--- src/rtl/wb_reg_writer.sv ---
// MEM/WB pipeline register and register-file write-back driver.
// Also tracks pending writes to $s0-$s7 so decode can detect RAW hazards.
//
// Valid semantics: an entry in WB is presented on the write port whenever
// wb_valid is set. It is consumed at a clock edge where stall is low or
// flush is high. stall holds the entry; flush discards it. There is no
// ready input: the register file always accepts a write.
module wb_reg_writer #(
  parameter int REG_LO = 16,
  parameter int REG_HI = 23,
  parameter int CNT_W  = 2,
  parameter int ERR_W  = 8
) (
  input  logic                     clock,
  input  logic                     reset,
  input  logic                     mem_valid,
  input  logic                     mem_reg_write,
  input  logic                     mem_to_reg,
  input  logic [4:0]               mem_write_reg,
  input  logic [31:0]              mem_alu_result,
  input  logic [31:0]              mem_read_data,
  input  logic                     stall,
  input  logic                     flush,
  input  logic                     iss_valid,
  input  logic [4:0]               iss_reg,
  input  logic                     sq_valid,
  input  logic [4:0]               sq_reg,
  output logic                     reg_write,
  output logic [4:0]               write_reg,
  output logic [31:0]              write_data,
  output logic [REG_HI-REG_LO:0]   busy,
  output logic                     sb_overflow,
  output logic [ERR_W-1:0]         drop_cnt
);

  localparam int NREG = REG_HI - REG_LO + 1;
  localparam logic [CNT_W-1:0] CNT_MAX = '1;

  logic             wb_valid;
  logic             wb_reg_write;
  logic [CNT_W-1:0] cnt_q [NREG];
  logic [CNT_W-1:0] cnt_d [NREG];
  logic             ovf_d;
  logic             wb_in_range;
  logic             leave;
  logic             retire_ev;
  logic             drop_ev;
  logic             up;
  logic [1:0]       dn;
  logic [CNT_W:0]   total;
  logic [CNT_W:0]   rem;

  function automatic logic in_range(input logic [4:0] r);
    return (int'(r) >= REG_LO) && (int'(r) <= REG_HI);
  endfunction

  // The WB entry leaves at an edge that is not stalled, or at any flush.
  assign wb_in_range = in_range(write_reg);
  assign leave       = !stall || flush;
  assign retire_ev   = wb_valid && wb_reg_write && wb_in_range && leave;
  assign drop_ev     = wb_valid && wb_reg_write && !wb_in_range && leave;
  assign reg_write   = wb_valid && wb_reg_write && wb_in_range;

  // MEM/WB register: flush beats stall; stall holds everything.
  always_ff @(posedge clock or posedge reset) begin
    if (reset) begin
      wb_valid     <= 1'b0;
      wb_reg_write <= 1'b0;
      write_reg    <= '0;
      write_data   <= '0;
    end else if (flush) begin
      wb_valid <= 1'b0;
    end else if (!stall) begin
      wb_valid     <= mem_valid;
      wb_reg_write <= mem_reg_write;
      write_reg    <= mem_write_reg;
      write_data   <= mem_to_reg ? mem_read_data : mem_alu_result;
    end
  end

  // Next pending count per register: net of issue, retire and squash, clamped.
  always_comb begin
    ovf_d = sb_overflow;
    up    = 1'b0;
    dn    = 2'd0;
    total = '0;
    rem   = '0;
    for (int i = 0; i < NREG; i++) begin
      up    = iss_valid && (int'(iss_reg) == REG_LO + i);
      dn    = {1'b0, retire_ev && (int'(write_reg) == REG_LO + i)}
            + {1'b0, sq_valid && (int'(sq_reg) == REG_LO + i)};
      total = {1'b0, cnt_q[i]} + {{CNT_W{1'b0}}, up};
      rem   = total - (CNT_W+1)'(dn);
      if (up && (cnt_q[i] == CNT_MAX)) begin
        ovf_d = 1'b1;
      end
      if (total < (CNT_W+1)'(dn)) begin
        cnt_d[i] = '0;
      end else if (rem > {1'b0, CNT_MAX}) begin
        cnt_d[i] = CNT_MAX;
      end else begin
        cnt_d[i] = rem[CNT_W-1:0];
      end
    end
  end

  // Pending-write counters, sticky overflow flag and dropped-write counter.
  always_ff @(posedge clock or posedge reset) begin
    if (reset) begin
      for (int i = 0; i < NREG; i++) begin
        cnt_q[i] <= '0;
      end
      sb_overflow <= 1'b0;
      drop_cnt    <= '0;
    end else begin
      for (int i = 0; i < NREG; i++) begin
        cnt_q[i] <= cnt_d[i];
      end
      sb_overflow <= ovf_d;
      if (drop_ev && (drop_cnt != '1)) begin
        drop_cnt <= drop_cnt + 1'b1;
      end
    end
  end

  // Busy flags come straight from the registered counters.
  always_comb begin
    busy = '0;
    for (int i = 0; i < NREG; i++) begin
      busy[i] = (cnt_q[i] != '0);
    end
  end

endmodule

--- config.mk ---
export PLATFORM = sky130hd
export DESIGN_NAME = wb_reg_writer
export DESIGN_NICKNAME = d
export VERILOG_FILES = /design/src/rtl/wb_reg_writer.sv
export SDC_FILE = /design/constraint.sdc
export NUM_CORES = 1
export LEC_CHECK = 0
export BUFFER_PORTS_ARGS = -buffer_cell sky130_fd_sc_hd__buf_2
export CORE_MARGIN = 5
export CORE_UTILIZATION = 43
export DETAILED_ROUTE_END_ITERATION = 8
export PLACE_DENSITY_LB_ADDON = 0.1
export SYNTH_ARGS = -nofsm -noshare
export SYNTH_HDL_FRONTEND = slang
export SYNTH_SLANG_ARGS = --single-unit
--- constraint.sdc ---
create_clock -name clock -period 5.54 [get_ports clock]
set_input_delay 0.554 -clock clock [delete_from_list [all_inputs] [get_ports clock]]
set_output_delay 0.554 -clock clock [all_outputs]
set_load 0.02 [all_outputs]
==> flow_summary.yaml <==
timing:
  slew_viol_final: 0
  max_freq_ghz: 0.3779
  clock_skew_ns: 0.01635
  max_slew.worst_pin.slew_ns: 0.8808
  relSlewSlack_pct: 41.28
  min_period_ns: 2.646
  setup_viol: 0
  post-route-period-util_pct: 47.77
  hold_violations: 0
  final.setup.tns_ns: 0
  rsz0062_at_grt: "false"
logic_synthesis:
  yosysWarnings: 0
  ys_async_sr_fraction_pct: 100.0
  synth_fp_nets: 552
  syn-cell-area_um2: 4073
  ys_seq_area_share_pct: 39.32
  yosysTopAreaCellShare_pct: 39.32
  synth.area.top_cells: "dfrtp_1, ha_1, mux2i_1, fa_1, nand2_1"
  synth_edf_count: 0
  synth_cells: 415
  avgSynthCellArea_um2: 9.814
  synth_area_leader_cell: "dfrtp_1"
  synth_cell_types: 40
  ys_ff_latch: 64
  synth_ff_type: "dfrtp_1"
grt:
  grt_start_max_net_pins: 71
  first_global_vias: 3392
  antenna_found_initial: 0
  groute.usage.overall_pct: 17.17
  overflow: 0
  grt_pass1_wl_um: 15710
critical_path:
  crit_path_end_kind: "register"
  cp_slowest_stage_delay_ns: 0.41
  r2r-end: "cnt_q[6]$_DFF_PP0_"
  cp.arrival_ns: 2.89
  criticalPathCategory: "reg -> reg"
  crit_top_cell: "nand2_1"
  rrSetupSlack_ns: 2.89
  path_cells: "nand2_1, or3_1, or2_1, nor2_1, ha_1, ha_1, fa_1, nand2_1, nand2_1, a221oi_1"
  startpoint_type: "register"
  crit_buf_inv: 0
  reg2reg_from: "wb_valid$_DFFE_PP0P_"
  cp.required_ns: 5.79
  critPathMaxFanout: 3
  critPathTopFamily: "simple AND/OR/NAND/NOR gates"
  reg2reg_depth: 10
  crit_slowest_cell: "or3_1"
drt:
  vias: 3395
  wire_per_inst_um: 13.90
  viasPerCell: 4.927
  dr.pass1.iters: 7
  ant_nets: 0
  routed_wl_um: 9577
  drc: 0
  drt_iter0_markers: 122
clock_network:
  cts_root_buffer: "clkbuf_8"
  insertion_delay_ns: 0.35
  cts_max_level: 3
  cts_inserted_buffers: 9
  cts_buffer_depth: 2
  ctsResizeCount: 0
  tritoncts: "yes"
  postCtsHoldBufs: 0
  post_cts_buffers: 0
  cts.sinks: 64
  clkTransAtPathRegs_ns: 0.08
pwr:
  ir_drop_uv: 170.0
  power_leakage_uw: 0.002606
  power_density_nw_per_um2: 321.0
place:
  numPortBuffers: 142
  hpwl_um: 7641
  placed_cells: 674
  place.gp.congestion: 0.8040
min_path:
  hp-class: "in -> reg"
  hold_end: "wb_valid$_DFFE_PP0P_"
  holdCritStartpoint: "flush"
  min_path_cells: 2
floorplanning:
  num_io_pins: 143
  row_count: 35
  dieArea_um2: 11520
  core_um2: 9240
  start_util_pct: 44.08
  die_h_um: 107.3
  die_w_um: 107.3
finish:
  syn_to_final_growth_pct: 24.09
  top_register: "write_data"
  layout_common_cells: "buf_2, dfrtp_1, nand2_1, mux2i_1, ha_1"
  n_antenna_cell: 0
  fin_cells: 689
  final_common_cell: "buf_2"
  multiInputGateArea_um2: 2278
  fill_cells: 898
  largest_register_ffs: 32
  final_nets: 693
  seqCellArea_um2: 1602
  drive_gt1_share_pct: 30.89
  reg_top3: "write_data (32), cnt_q (16), drop_cnt (8)"
flow_run:
  max_cap_violations: 0
outcome:
  status: "finished clean"
==> metrics by stage <==
step / area, um^2 / hold slack [ns] / setup WS [ns] / util, % / total power [uW]
3_5_place_dp: 4891 / 0.4616 / 2.610 / 52.93 / 1286
4_1_cts: 5054 / 0.3787 / 2.913 / 54.69 / 1648
3_3_place_gp: 4891 / 0.4523 / 2.649 / 52.93 / 1263
6_report: 5054 / 0.3966 / 2.894 / 54.69 / 1622
5_1_grt: 5054 / 0.3905 / 2.683 / 54.69 / 1758
2_1_floorplan: 4073 / 0.4782 / 2.915 / - / 1069
==> cells in the mapped netlist (2+ instances only) <==
cell / instances
o21ai_1: 22
nor4_1: 2
xnor2_1: 4
nor2_1: 28
clkbuf_1: 8
or2_1: 2
o21ai_0: 10
or3_1: 2
buf_2: 4
ha_1: 33
nand3b_1: 2
nand4_1: 4
nand2_1: 56
nand4b_1: 3
mux2i_1: 33
inv_1: 33
dfrtp_1: 64
a221oi_1: 9
a31oi_1: 3
nor3b_1: 4
nand3_1: 8
a21oi_1: 14
or2_2: 9
nor2b_1: 2
nand2b_1: 6
mux2_1: 7
fa_1: 16
xor2_1: 5
nor3_1: 11
==> worst max-delay path by stage <==
stage | startpoint | to | slack [ns] | cells past startpoint
after floorplan | stall | cnt_q[3]$_DFF_PP0_ | 2.92 | 10
after global placement | stall | cnt_q[7]$_DFF_PP0_ | 2.65 | 11
after detailed placement | stall | cnt_q[3]$_DFF_PP0_ | 2.61 | 11
after CTS | wb_valid$_DFFE_PP0P_ | cnt_q[3]$_DFF_PP0_ | 2.91 | 10
after global routing | wb_valid$_DFFE_PP0P_ | cnt_q[6]$_DFF_PP0_ | 2.68 | 10
final | wb_valid$_DFFE_PP0P_ | cnt_q[6]$_DFF_PP0_ | 2.89 | 10
==> kinds of logic after synthesis <==
family          Yosys count  share of synthesized area (%)
compound gates           61                          8.726
xor+xnor                  9                          1.935
fa+ha+maj                49                          18.00
buf+inv                  47                          4.731
flops                    64                          39.32
mux                      40                          10.05
simple gates            145                          17.23
==> layout make-up <==
type | instances | area share (%)
clock buffers | 10 | 2.525
clock inverters | 5 | 0.6932
inverters | 33 | 2.451
multi-input cells | 304 | 45.09
flip-flops and latches | 64 | 31.69
well taps | 129 | 3.194
repair buffers | 144 | 14.36
==> power breakdown <==
group | total (uW) | leakage, uW | switching [uW] | internal, uW
Combinational | 605 | 0.00172 | 351 | 254
Clock | 354 | 0.0000821 | 195 | 160
Sequential | 662 | 0.000809 | 94.8 | 567
==> layer usage <==
| metal | vias up | routed length [um] | global-route usage (%) | share of wire (%) |
|---|---|---|---|---|
| met5 | - | 0 | 0 | 0 |
| met4 | 0 | 121 | 6.575 | 1.3 |
| met3 | 12 | 607 | 4.199 | 6.3 |
| met2 | 102 | 4820 | 27.93 | 50 |
| met1 | 1581 | 4027 | 22.10 | 42 |
| li1 | 1700 | - | - | - |
No activity file was read; power rests on OpenSTA's default activity.
